==> src/rtl/riscv_pipe_pkg.sv <==
// Shared definitions for the pipeline-stage registers: default payload widths,
// the bubble instruction, instruction-type codes and the stage payload layout.
package riscv_pipe_pkg;

   localparam int DEF_DATA_W = 32;
   localparam int DEF_INST_W = 32;
   localparam int DEF_TYPE_W = 5;
   localparam int DEF_CNT_W  = 16;

   // Instruction word carried by an empty stage; all-zero unless a stage overrides it.
   localparam logic [DEF_INST_W-1:0] DEF_BUBBLE_INST = 32'd0;

   typedef enum logic [DEF_TYPE_W-1:0] {
      TYPE_NONE   = 5'd0,
      TYPE_ALU    = 5'd1,
      TYPE_LOAD   = 5'd2,
      TYPE_STORE  = 5'd3,
      TYPE_BRANCH = 5'd4,
      TYPE_JUMP   = 5'd5
   } inst_type_e;

   // Field order matches the {data, inst, type} concatenation used by the stage register.
   typedef struct packed {
      logic [DEF_DATA_W-1:0] data;
      logic [DEF_INST_W-1:0] inst;
      logic [DEF_TYPE_W-1:0] itype;
   } stage_payload_t;

   function automatic stage_payload_t bubble_payload();
      stage_payload_t p;
      p.data  = '0;
      p.inst  = DEF_BUBBLE_INST;
      p.itype = '0;
      return p;
   endfunction

endpackage

==> src/rtl/pipe_skid_slot.sv <==
// One storage slot of a pipeline-stage register: a payload register plus its
// valid bit. Clearing returns the payload to the bubble value so an empty slot
// never shows stale data.
module pipe_skid_slot #(
   parameter int               PAY_W  = 69,
   parameter logic [PAY_W-1:0] BUBBLE = '0
) (
   input  logic             clk,
   input  logic             rst_n,
   input  logic             load,
   input  logic             clear,
   input  logic [PAY_W-1:0] pay_in,
   output logic             valid,
   output logic [PAY_W-1:0] pay
);

   // Clear wins over load so a flush can never be overridden by a same-cycle write.
   always_ff @(posedge clk or negedge rst_n) begin
      if (!rst_n) begin
         valid <= 1'b0;
         pay   <= BUBBLE;
      end else if (clear) begin
         valid <= 1'b0;
         pay   <= BUBBLE;
      end else if (load) begin
         valid <= 1'b1;
         pay   <= pay_in;
      end
   end

endmodule

==> src/rtl/pipe_stage_reg.sv <==
// Pipeline-stage register with valid/ready handshake. MAIN drives the outputs,
// SKID catches the one entry that arrives while MAIN is stalled, so upstream
// sees a registered ready and the stage still streams one entry per cycle.
module pipe_stage_reg
   import riscv_pipe_pkg::*;
#(
   parameter int                DATA_W      = DEF_DATA_W,
   parameter int                INST_W      = DEF_INST_W,
   parameter int                TYPE_W      = DEF_TYPE_W,
   parameter logic [INST_W-1:0] BUBBLE_INST = INST_W'(DEF_BUBBLE_INST),
   parameter int                CNT_W       = DEF_CNT_W
) (
   input  logic              clk,
   input  logic              rst_n,
   input  logic              flush,
   input  logic              in_valid,
   output logic              in_ready,
   input  logic [DATA_W-1:0] data_in,
   input  logic [INST_W-1:0] inst_in,
   input  logic [TYPE_W-1:0] type_in,
   output logic              out_valid,
   input  logic              out_ready,
   output logic [DATA_W-1:0] data_out,
   output logic [INST_W-1:0] inst_out,
   output logic [TYPE_W-1:0] type_out,
   output logic [1:0]        occupancy,
   output logic [CNT_W-1:0]  stall_cnt
);

   localparam int               PAY_W      = DATA_W + INST_W + TYPE_W;
   localparam logic [PAY_W-1:0] BUBBLE_PAY = {{DATA_W{1'b0}}, BUBBLE_INST, {TYPE_W{1'b0}}};

   logic             main_valid, skid_valid;
   logic [PAY_W-1:0] main_pay, skid_pay, in_pay, main_src;
   logic             main_load, main_clear, skid_load, skid_clear;
   logic             accept, issue;

   assign in_pay = {data_in, inst_in, type_in};
   assign accept = in_valid & in_ready;
   assign issue  = main_valid & out_ready;

   // Ready depends only on the SKID valid flop, so it is a registered signal.
   assign in_ready = ~skid_valid;

   // Slot control: flush first, then drain SKID into MAIN, otherwise accept into
   // whichever slot keeps arrival order.
   always_comb begin
      main_load  = 1'b0;
      main_clear = 1'b0;
      main_src   = in_pay;
      skid_load  = 1'b0;
      skid_clear = 1'b0;
      if (flush) begin
         main_clear = 1'b1;
         skid_clear = 1'b1;
      end else if (skid_valid) begin
         if (issue) begin
            main_load  = 1'b1;
            main_src   = skid_pay;
            skid_clear = 1'b1;
         end
      end else if (accept) begin
         if (!main_valid || issue) begin
            main_load = 1'b1;
         end else begin
            skid_load = 1'b1;
         end
      end else if (issue) begin
         main_clear = 1'b1;
      end
   end

   pipe_skid_slot #(.PAY_W(PAY_W), .BUBBLE(BUBBLE_PAY)) u_main (
      .clk    (clk),
      .rst_n  (rst_n),
      .load   (main_load),
      .clear  (main_clear),
      .pay_in (main_src),
      .valid  (main_valid),
      .pay    (main_pay)
   );

   pipe_skid_slot #(.PAY_W(PAY_W), .BUBBLE(BUBBLE_PAY)) u_skid (
      .clk    (clk),
      .rst_n  (rst_n),
      .load   (skid_load),
      .clear  (skid_clear),
      .pay_in (in_pay),
      .valid  (skid_valid),
      .pay    (skid_pay)
   );

   assign out_valid                      = main_valid;
   assign {data_out, inst_out, type_out} = main_pay;
   assign occupancy                      = {1'b0, main_valid} + {1'b0, skid_valid};

   // Count cycles where the held entry is blocked downstream; saturate, survive flush.
   always_ff @(posedge clk or negedge rst_n) begin
      if (!rst_n) begin
         stall_cnt <= '0;
      end else if (main_valid && !out_ready && (stall_cnt != {CNT_W{1'b1}})) begin
         stall_cnt <= stall_cnt + CNT_W'(1);
      end
   end

endmodule

==> config.mk <==
export PLATFORM = sky130hd
export DESIGN_NAME = pipe_stage_reg
export DESIGN_NICKNAME = d
export VERILOG_FILES = /design/src/rtl/riscv_pipe_pkg.sv /design/src/rtl/pipe_skid_slot.sv /design/src/rtl/pipe_stage_reg.sv
export SDC_FILE = /design/constraint.sdc
export NUM_CORES = 1
export LEC_CHECK = 0
export CAP_MARGIN = 20
export CORE_ASPECT_RATIO = 2
export CORE_UTILIZATION = 40
export CTS_BUF_LIST = sky130_fd_sc_hd__clkbuf_8
export DETAILED_ROUTE_END_ITERATION = 6
export GPL_ROUTABILITY_DRIVEN = 0
export GPL_TIMING_DRIVEN = 0
export PLACE_DENSITY = 0.67
export SETUP_SLACK_MARGIN = 0.05
export SYNTH_ARGS = -nofsm -noshare
export SYNTH_HDL_FRONTEND = slang
export SYNTH_SLANG_ARGS = --single-unit
==> constraint.sdc <==
create_clock -name clk -period 2 [get_ports clk]
set_input_delay 0.3 -clock clk [delete_from_list [all_inputs] [get_ports clk]]
set_output_delay 0.3 -clock clk [all_outputs]
set_load 0.005 [all_outputs]
==> results of run 1 <==
placed cells by master (no fill, tap or decap), types with 2 or more instances in the layout:
master,count
inv_1,3
a22o_1,69
nand4_1,4
o21ai_0,2
nand2b_1,2
nand2_1,77
clkbuf_1,4
ha_1,2
clkbuf_8,19
clkbuf_2,17
xor2_1,6
nand3_1,5
buf_4,6
buf_2,11
nor4_1,2
clkinvlp_4,6
nor2_1,4
mux2i_1,69
clkbuf_4,2
xnor2_1,4
a21oi_1,3
dfrtp_1,155
nand4b_1,2
nor3_1,2
mux2_1,2
o21ai_1,71
clkinv_4,2
inv_6,2
clkdlybuf4s50_1,160
power groups by stage:
| stage | registers, uW | clock network (uW) | logic, uW |
|---|---|---|---|
| 6_report | 3520 | 2270 | 1050 |
| 5_1_grt | 3550 | 2450 | 1140 |
| 3_3_place_gp | 3570 | 0 | 1020 |
| 3_5_place_dp | 3580 | 0 | 1050 |
| 4_1_cts | 3520 | 2340 | 1050 |
| 2_1_floorplan | 3560 | 0 | 350 |
worst paths after layout:
kind,from,endpoint,slack (ps)
min in group clk,inst_in[19],u_skid.pay[24],460
hold / removal,rst_n,u_main.pay[30],440
hold reg to reg,u_main.pay[35],u_main.pay[35],490
max in group asynchronous,rst_n,u_skid.pay[11],700
setup / recovery,u_main.valid,stall_cnt[15],130
setup reg to reg,u_main.valid,stall_cnt[15],130
state kept, by name (all words and copies together), names as in the netlist:
name          flops
u_main.pay       69
u_skid.pay       69
stall_cnt        16
u_main.valid      1
u_skid.valid      1
cell type report:
cell class	instances	area, sq um
well taps	201	251
flip-flops and latches	156	3910
multi-input cells	348	2450
fillers	1399	6980
repair buffers	167	1680
inverters	2	7.51
clock buffers	19	262
clock inverters	13	119
plain buffers	38	196
cells in the mapped netlist (2+ instances only):
cell type and count:
buf_4 3, nor2_1 4, nand4b_1 2, a21oi_2 2
dfrtp_1 156, nor3_2 2, xnor2_1 4, buf_2 13
mux2_1 2, o21ai_1 71, nand3_1 5, nand2b_1 3
a21oi_1 3, mux2i_1 69, xor2_1 6, clkbuf_1 22
a22o_1 69, nand2_1 77, nor3_1 2, ha_1 2
inv_1 2, o21ai_0 2, nor4_1 2, nand4_1 4
logic make-up after synthesis:
group / count (synthesis)
XOR/XNOR: 10
buffers and inverters: 40
AND/OR/NAND/NOR: 111
adder cells (fa/ha/maj): 2
flip-flops: 156
AO/OA/AOI/OAI: 152
multiplexers: 73
repair_timing:
action                                  in CTS  in global routing
cloned                                       0                  0
buffers inserted                             3                  0
endpoints found under the setup margin      71                118
endpoints found under the hold margin       72                  0
pin swaps                                    1                  0
hold buffers                                 1                  0
gates resized for setup                      6                 34
layer usage:
layer	GRT usage, %	share of wire (%)
met1	23.5	40
met2	38.6	54
met3	3.83	3.7
met4	8.69	2.4
met5	0	0
metrics by stage:
step / util, % / instances / cell area [sq um] / setup slack (ps)
final: 56.0 / 944 / 8880 / 134
after global routing: 56.0 / 944 / 8880 / 34.0
after CTS: 55.7 / 944 / 8830 / 53.5
after detailed placement: 53.0 / 908 / 8410 / -514
after global placement: 52.9 / 907 / 8380 / -5550
after floorplan: - / 544 / 6510 / 255
==> key figures, run 1 <==
Run status
  • Status: finished, final reports clean

CTS
  • CTS tree: yes
  • Clock tree sinks: 156
  • CTS H-tree depth: 4
  • CTS clk-pin slew, worst paths: 90 ps
  • CTS Buffer Depth: 2
  • Latest clock arrival within the worst-skew pair: 450 ps
  • Root Driver: clkbuf_8
  • Number of CTS-inserted buffers: 17

Yosys
  • Main combinational cell family by area after synthesis: compound AO/OA/AOI/OAI gates
  • Area leader, netlist: dfrtp_1
  • Synth top area cells: dfrtp_1 (60%), mux2i_1 (11%), a22o_1 (9.3%)
  • Yosys top cell area share: 60.0%
  • Xor and xnor fraction of the mapped netlist area: 1.35%
  • Synthesized cell area: 6510 sq um
  • Seq cells post-synth: 156
  • Top_reg_cell synth: dfrtp_1
  • Warnings from Yosys: 0
  • Proportion of synthesized area in mux cells: 11.4%
  • Asr flop ratio synth: 100%
  • Adder-cell area share of the yosys netlist: 0.384%
  • Syn nets: 620
  • Simple-gate share of the synthesized area: 8.21%
  • EDFF count, synth: 0
  • Syn Area/Cell: 12.0 sq um
  • Register area share after synthesis: 60.0%
  • Complex-gate fraction of the synthesized area: 16.0%
  • Synth cell types: 41
  • Post-synthesis instance total: 544

Global routing
  • Vias in the first global route: 5,403
  • Pin count of the biggest net entering global routing: 85
  • Initial antenna violation count: 0
  • Overall Global Routing Usage: 21.0%
  • Grt ovf: 0
  • First-pass GRT wire length: 27.3 mm

Floorplanning
  • Die area: 16,800 sq um
  • DIE HEIGHT: 182 um
  • Initial Util: 41.0%
  • Num ports: 163
  • Die Width: 92.2 um
  • Total core area: 15,900 sq um
  • Cell row count: 65

Power
  • P_sw: 1860 uW
  • Reg power frac: 51.5%
  • Pint: 4980 uW
  • Total Power: 6840 uW
  • Comb pwr share: 15.3%
  • P_leak: 0.00438 uW
  • Sw Share: 27.2%
  • Pwr Density: 770 nW/um^2
  • Clock power share: 33.2%
  • Worst vdd ir: 0.000440 V

Worst setup path
  • Setup CP Type: flip-flop to flip-flop
  • Worst setup EP type: flip-flop
  • Critical Path Stages: 5
  • Worst Setup Start Kind: flip-flop
  • Top delay family on crit path: simple AND/OR/NAND/NOR gates
  • Crit path DAT: 2190 ps
  • CP max stage delay: 380 ps
  • R2R depth: 5
  • Slowest-stage cell, CP: dfrtp_1
  • Worst-path cell chain: buf_2 > and2b_1 > nand4_1 > nor4_1 > mux2_1
  • Largest fanout on the critical path: 8
  • CP Buf/Inv Count: 1
  • Worst path required time: 2330 ps

Timing
  • Final hold slack: 435 ps
  • Final period utilization: 93.3%
  • Max Fclk: 536 MHz
  • Final setup TNS: 0 ps
  • Final Setup Violations: 0
  • Tightest Pin Transition: 694 ps
  • Final slew viol count: 0
  • Clock Skew: 11.1 ps
  • Worst slew margin: 53.8%
  • Unrepaired setup endpoints after global routing: true
  • Fin crit period: 1870 ps
  • Final Hold Viols: 0

Placed design
  • Port Buffers: 162
  • Post-DP HPWL: 12.1 mm

Final layout
  • Layout net count: 806
  • N_diodes: 0
  • Share of cells above drive strength 1: 11.2%
  • Area Overhead vs Synth: 36.3%

Detailed routing
  • DR vias: 5,039
  • Drt total wl: 17.0 mm
  • Drt first pass iters: 4
  • Final ANT Viol Nets: 0
  • Vias/cell: 5.34
  • Drt drc: 0
  • Iter 0 DRT Violations: 233
  • Drt wl/cell: 18.0 um

Hold path
  • Hold Path Class: primary input to async pin

Job
  • Max-cap violations: 0
(Power assumes the default switching activity.)
==> run 2: changes to the inputs <==
- CORE_UTILIZATION: 40 -> 51
- PLACE_DENSITY: 0.67 -> 0.82
==> key figures, run 2 (same netlist as run 1, synthesis figures left out) <==
Worst setup path
  • Worst-path cell chain: buf_4 > inv_1 > clkdlybuf4s50_1
  • Crit path DAT: 1560 ps (-630 ps)
  • Slowest-stage cell, CP: clkdlybuf4s50_1
  • CP Buf/Inv Count: 3 (+2)
  • R2R depth: 5 (unchanged)
  • Worst setup path end: in_ready
  • Critical Path Stages: 3 (-2)
  • R2r setup slk: 150 ps (+20 ps)
  • Worst Setup Start Kind: flip-flop
  • Setup CP Type: flip-flop to primary output
  • Largest fanout on the critical path: 4 (-4)
  • Worst R2R End: u_skid.pay[33]
  • Top delay family on crit path: buffers and inverters
  • Worst setup EP type: primary output
  • CP max stage delay: 490 ps (+110 ps)
  • R2r startpoint: u_skid.valid
  • Worst path required time: 1700 ps (-630 ps)
  • Critical path startpoint: u_skid.valid

Global routing
  • Overall Global Routing Usage: 26.3% (+5.2 points)
  • First-pass GRT wire length: 26.2 mm (-4.1%)
  • Grt ovf: 0 (unchanged)
  • Vias in the first global route: 5,430 (+0.50%)
  • Initial antenna violation count: 0 (unchanged)
  • Pin count of the biggest net entering global routing: 81 (-4.7%)

Detailed routing
  • DR vias: 5,124 (+1.7%)
  • DR WL met3: 697 um (+12%)
  • Drt wl/cell: 18.6 um (+3.3%)
  • Drt total wl: 16.6 mm (-2.3%)
  • Iter 0 DRT Violations: 227 (-2.6%)
  • Vias/cell: 5.74 (+7.5%)
  • Drt drc: 0 (unchanged)
  • Drt first pass iters: 4 (unchanged)
  • Met1 wire length: 6.33 mm (-5.9%)
  • Top Layer Used: met4
  • Final ANT Viol Nets: 0 (unchanged)
  • Met2 WL: 9.00 mm (-2.6%)

Timing
  • Clock Skew: 14.2 ps (+3.12 ps)
  • Unrepaired setup endpoints after global routing: true
  • Final period utilization: 92.8% (-0.55 points)
  • Final setup margin: 145 ps (+11.1 ps)
  • Max Fclk: 539 MHz (+0.60%)
  • Fin crit period: 1860 ps (-11.1 ps)
  • Final Setup Violations: 0 (unchanged)
  • Final slew viol count: 0 (unchanged)
  • Final Hold Viols: 0 (unchanged)
  • Worst slew margin: 50.8% (-2.9 points)
  • Tightest Pin Transition: 737 ps (+43.7 ps)

CTS
  • Clock tree sinks: 156 (unchanged)
  • CTS clk-pin slew, worst paths: 90 ps (about the same)
  • CTS Buffer Depth: 2 (unchanged)
  • Latest clock arrival within the worst-skew pair: 440 ps (about the same)
  • Root Driver: clkbuf_8
  • CTS H-tree depth: 4 (unchanged)
  • Number of CTS-inserted buffers: 17 (unchanged)
  • CTS tree: yes

Power
  • Pint: 4910 uW (-1.5%)
  • Reg power frac: 52.2% (+0.7 points)
  • Sw Share: 27.1% (-0.042 points)
  • Pwr Density: 767 nW/um^2 (-0.44%)
  • P_sw: 1820 uW (-1.7%)
  • Comb pwr share: 15.5% (+0.2 points)
  • Worst vdd ir: 0.000527 V (+20%)
  • P_leak: 0.00437 uW (-0.35%)
  • Total Power: 6730 uW (-1.6%)
  • Clock power share: 32.3% (-0.9 points)

Final layout
  • Share of cells above drive strength 1: 9.96% (-1.2 points)
  • Commonest non-fill, non-tap cell in the layout: clkdlybuf4s50_1
  • Layout net count: 806 (unchanged)
  • Finished Layout Cells: 893 (-5.4%)
  • Commonest non-fill, non-tap cells in the layout: clkdlybuf4s50_1 (160), dfrtp_1 (155), nand2_1 (77), o21ai_1 (71)
  • N_diodes: 0 (unchanged)
  • Top Registers: u_main.pay x69, u_skid.pay x69, stall_cnt x16
  • Area Overhead vs Synth: 34.8%

Floorplanning
  • Die Width: 81.9 um (-11%)
  • Num ports: 163 (unchanged)
  • Total core area: 12,500 sq um (-21%)
  • Initial Util: 52.2% (+11 points)
  • Die area: 13,200 sq um (-21%)
  • Cell row count: 58 (-11%)
  • DIE HEIGHT: 162 um (-11%)

Job
  • Max-cap violations: 0 (unchanged)

Hold path
  • Hold Path Class: primary input to async pin

Placed design
  • Port Buffers: 162 (unchanged)
  • Placed insts: 857 (-5.6%)
  • Pre-CTS setup slack: -455 ps (+59.1 ps)
  • Post-DP HPWL: 12.0 mm (-0.63%)

Run status
  • Status: finished, final reports clean
## run 2: how the worst min path moves through the flow
stage	startpoint	end	slack [ps]	depth (start not counted)
floorplan	rst_n	stall_cnt[0]	4	0
global placement	u_main.pay[30]	u_main.pay[30]	470	2
detailed placement	rst_n	u_main.pay[31]	380	1
CTS	rst_n	u_main.pay[31]	450	2
global route	inst_in[26]	u_skid.pay[31]	470	2
finish	rst_n	u_main.pay[31]	430	2
## run 2: power groups by stage
stage,Combinational [uW],Clock (uW),Sequential (uW)
final,1040,2170,3510
after CTS,1050,2220,3510
after detailed placement,1040,0,3580
after floorplan,350,0,3560
after global routing,1150,2360,3530
after global placement,1000,0,3560
## run 2: timing repair
| item | 4_1_cts | 5_1_grt |
|---|---|---|
| hold endpoints to repair | 76 | 0 |
| gates resized for setup | 5 | 21 |
| pin swaps | 0 | 1 |
| setup endpoints to repair | 63 | 54 |
| hold buffers | 1 | 0 |
| buffers inserted | 1 | 2 |
## run 2: area by class of cell
type,count,area [sq um]
clock inverter,15,129
multi-input combinational,348,2440
inverter,2,7.51
timing repair buffer,167,1680
buffer,38,186
clock buffer,17,234
tap,150,188
sequential,156,3910
fill,968,3710
## run 2: routing by layer
| layer | vias up | global-route usage, % |
|---|---|---|
| met2 | 167 | 46.0 |
| met3 | 39 | 5.17 |
| met1 | 2584 | 29.7 |
| li1 | 2334 | - |
| met4 | 0 | 12.4 |
| met5 | - | 0 |
## run 2: stage by stage
stage	cell area, sq um	utilization, %	setup TNS (ps)	hold slack (ps)
2_1_floorplan	6510	-	0	4.41
3_3_place_gp	8320	66.6	-858460	470
3_5_place_dp	8350	66.9	-35290	376
4_1_cts	8740	70.1	0	452
5_1_grt	8770	70.3	0	470
6_report	8770	70.3	0	431
==> run 3: changes to the inputs <==
- CORE_UTILIZATION: 51 -> 53
- PLACE_DENSITY: 0.82 -> 0.83
- SETUP_SLACK_MARGIN: 0.05 -> default
- SYNTH_HIERARCHICAL: default -> 1
==> key figures, run 3 <==
Worst setup path
  • Worst R2R End: u_main/pay[61]
  • R2R depth: 7 (+2)
  • Worst setup EP type: primary output
  • Worst Setup Start Kind: flip-flop
  • CP max stage delay: 490 ps (about the same)
  • Crit path DAT: 1580 ps (+20 ps)
  • R2r setup slk: 150 ps (about the same)
  • Worst path required time: 1700 ps (about the same)
  • Worst-path cell chain: buf_4 > inv_1 > clkdlybuf4s50_1
  • Slowest-stage cell, CP: clkdlybuf4s50_1
  • R2r startpoint: u_main/valid
  • Setup CP Type: flip-flop to primary output
  • Largest fanout on the critical path: 6 (+2)

Placed design
  • Post-DP HPWL: 12.7 mm (+5.7%)
  • Port Buffers: 162 (unchanged)
  • Placed insts: 930 (+8.5%)
  • DP Area: 9260 sq um (+11%)

Timing
  • Max Fclk: 533 MHz (-1.2%)
  • Final Setup Violations: 0 (unchanged)
  • Fin crit period: 1880 ps (+21.7 ps)
  • Unrepaired setup endpoints after global routing: false
  • Tightest Pin Transition: 767 ps (+29.6 ps)
  • Worst slew margin: 48.9% (-2.0 points)
  • Clock Skew: 16.0 ps (+1.76 ps)
  • Final period utilization: 93.9% (+1.1 points)
  • Final hold slack: 483 ps (+52.1 ps)
  • Final slew viol count: 0 (unchanged)
  • Final Hold Viols: 0 (unchanged)

Yosys
  • Synth top area cells: dfrtp_1 (53%), mux2i_1 (19%), mux2_2 (10%)
  • Top-count cell post-synth: dfrtp_1
  • Yosys top cell area share: 52.6% (-7.3 points)
  • Area leader, netlist: dfrtp_1
  • Register area share after synthesis: 52.6% (-7.3 points)
  • Syn Area/Cell: 12.1 sq um (+1.2%)
  • Syn nets: 688 (+11%)
  • Commonest cells post-synth: dfrtp_1 (156), nor2_1 (149), mux2i_1 (138), mux2_2 (69)
  • EDFF count, synth: 0 (unchanged)
  • Top_reg_cell synth: dfrtp_1
  • Synth cell types: 34 (-17%)
  • Warnings from Yosys: 6 (+6)
  • Synthesized cell area: 7410 sq um (+14%)
  • Seq cells post-synth: 156 (unchanged)
  • Post-synthesis instance total: 612 (+13%)
  • Asr flop ratio synth: 100% (unchanged)

Floorplanning
  • Total core area: 13,500 sq um (+8.3%)
  • Initial Util: 54.9% (+2.7 points)
  • Num ports: 163 (unchanged)
  • DIE HEIGHT: 169 um (+4.6%)
  • Die area: 14,500 sq um (+9.4%)
  • Cell row count: 60 (+3.4%)
  • Die Width: 85.6 um (+4.6%)

CTS
  • CTS tree: yes
  • Root Driver: clkbuf_8
  • Number of CTS-inserted buffers: 17 (unchanged)
  • CTS Buffer Depth: 2 (unchanged)
  • CTS H-tree depth: 4 (unchanged)
  • CTS clk-pin slew, worst paths: 90 ps (about the same)
  • Latest clock arrival within the worst-skew pair: 430 ps (about the same)
  • Clock tree sinks: 156 (unchanged)

Job
  • Max-cap violations: 0 (unchanged)

Final layout
  • Layout net count: 876 (+8.7%)
  • Commonest non-fill, non-tap cell in the layout: clkdlybuf4s50_1
  • Design area: 9690 sq um (+10%)
  • Share of cells above drive strength 1: 18.1% (+8.1 points)
  • Finished Layout Cells: 968 (+8.4%)
  • N_diodes: 0 (unchanged)
  • Area Overhead vs Synth: 30.7%
  • Commonest non-fill, non-tap cells in the layout: clkdlybuf4s50_1 (160), dfrtp_1 (154), nor2_1 (149), mux2i_1 (138), mux2_2 (69)
  • Top Registers: u_main/pay x69, u_skid/pay x69, stall_cnt x16

Detailed routing
  • Vias/cell: 5.46 (-4.9%)
  • Iter 0 DRT Violations: 196 (-14%)
  • DR vias: 5,282 (+3.1%)
  • Drt first pass iters: 4 (unchanged)
  • Drt drc: 0 (unchanged)
  • Drt wl/cell: 18.1 um (-2.7%)
  • Drt total wl: 17.5 mm (+5.5%)
  • Final ANT Viol Nets: 0 (unchanged)

Global routing
  • Overall Global Routing Usage: 25.0% (-1.3 points)
  • GRT busiest layer: met2
  • Pin count of the biggest net entering global routing: 84 (+3.7%)
  • M3 GR Usage: 5.40% (+0.23 points)
  • First-pass GRT wire length: 28.0 mm (+6.8%)
  • Vias in the first global route: 5,722 (+5.4%)
  • Met2 GRT Util: 46.6% (+0.63 points)
  • Initial antenna violation count: 0 (unchanged)
  • Grt ovf: 0 (unchanged)
  • GR Util met1: 26.7% (-3.0 points)

Run status
  • Status: finished, final reports clean

Hold path
  • Hold Path Class: primary input to async pin

Power
  • P_leak: 0.00422 uW (-3.4%)
  • Worst vdd ir: 0.000523 V (-0.71%)
  • Pwr Density: 679 nW/um^2 (-11%)
run 3: changes by cell type after synthesis, moves of 6 or more:
cell,previous run,this run
a22o_1,69,0
buf_2,13,7
buf_8,0,14
clkbuf_1,22,14
mux2_2,1,69
mux2i_1,69,138
nand2_1,77,6
nor2_1,4,149
o21ai_1,71,0
run 3: metrics by stage:
stage	TNS, ps	power (uW)	setup slack [ps]	utilization (%)
6_report	0	6580	123	71.7
5_1_grt	0	6890	32.5	71.7
4_1_cts	0	6660	76.3	71.5
3_5_place_dp	-33450	4460	-491	68.5
3_3_place_gp	-865660	4410	-5400	68.3
2_1_floorplan	0	3860	232	-
run 3: layout make-up:
cell class / instances / area [sq um]
buffer: 40 / 342
clock buffer: 19 / 262
clock inverter: 13 / 106
fill: 965 / 3820
inverter: 5 / 18.8
multi-input combinational: 410 / 3160
sequential: 156 / 3910
tap: 155 / 194
timing repair buffer: 170 / 1700
run 3: cells by family (layout without fill, tap and decap cells):
| logic type | Yosys count | in the layout | share of synthesized area, % |
|---|---|---|---|
| AOI/OAI and AO/OA | 5 | 5 | 0.776 |
| xor gates and xnor gates | 15 | 15 | 1.77 |
| adders and majority gates | 2 | 2 | 0.337 |
| buffers and inverters | 46 | 247 | 4.91 |
| DFF | 156 | 156 | 52.6 |
| muxes | 208 | 208 | 29.3 |
| and+or+nand+nor | 180 | 180 | 10.2 |
run 3: worst max path at each step:
stage,start,cells past startpoint,to,slack [ps]
after global placement,rst_n,1,u_main/pay[38],-5400
after global routing,u_main/valid,7,u_main/pay[60],30
after floorplan,u_main/valid,8,u_main/pay[58],230
after detailed placement,out_ready,9,u_main/pay[61],-490
after CTS,stall_cnt[0],5,stall_cnt[15],80
final,u_skid/valid,3,in_ready,120
run 3: per-layer routing:
metal / wire (um) / share of wire (%)
met5: 0 / 0
met3: 746 / 4.3
met2: 9820 / 56
met1: 6460 / 37
met4: 502 / 2.9
run 3: report_power, final:
part | total (uW) | switching (uW) | internal [uW] | leakage (uW)
sequential | 3400 | 120 | 3280 | 0.00213
combinational | 999 | 419 | 580 | 0.00190
clock | 2180 | 1230 | 957 | 0.000192
run 3: worst max-delay path, delay by kind of cell (launching register included):
family   cells  cell delay, ps
buf+inv      3             690
flops        1             460
run 3: timing repair:
item	in CTS	in global routing
pin swaps	0	1
gates cloned	0	0
setup endpoints to repair	70	6
buffers inserted	4	2
hold buffers	1	0
endpoints found under the hold margin	82	0
resized for setup	5	2
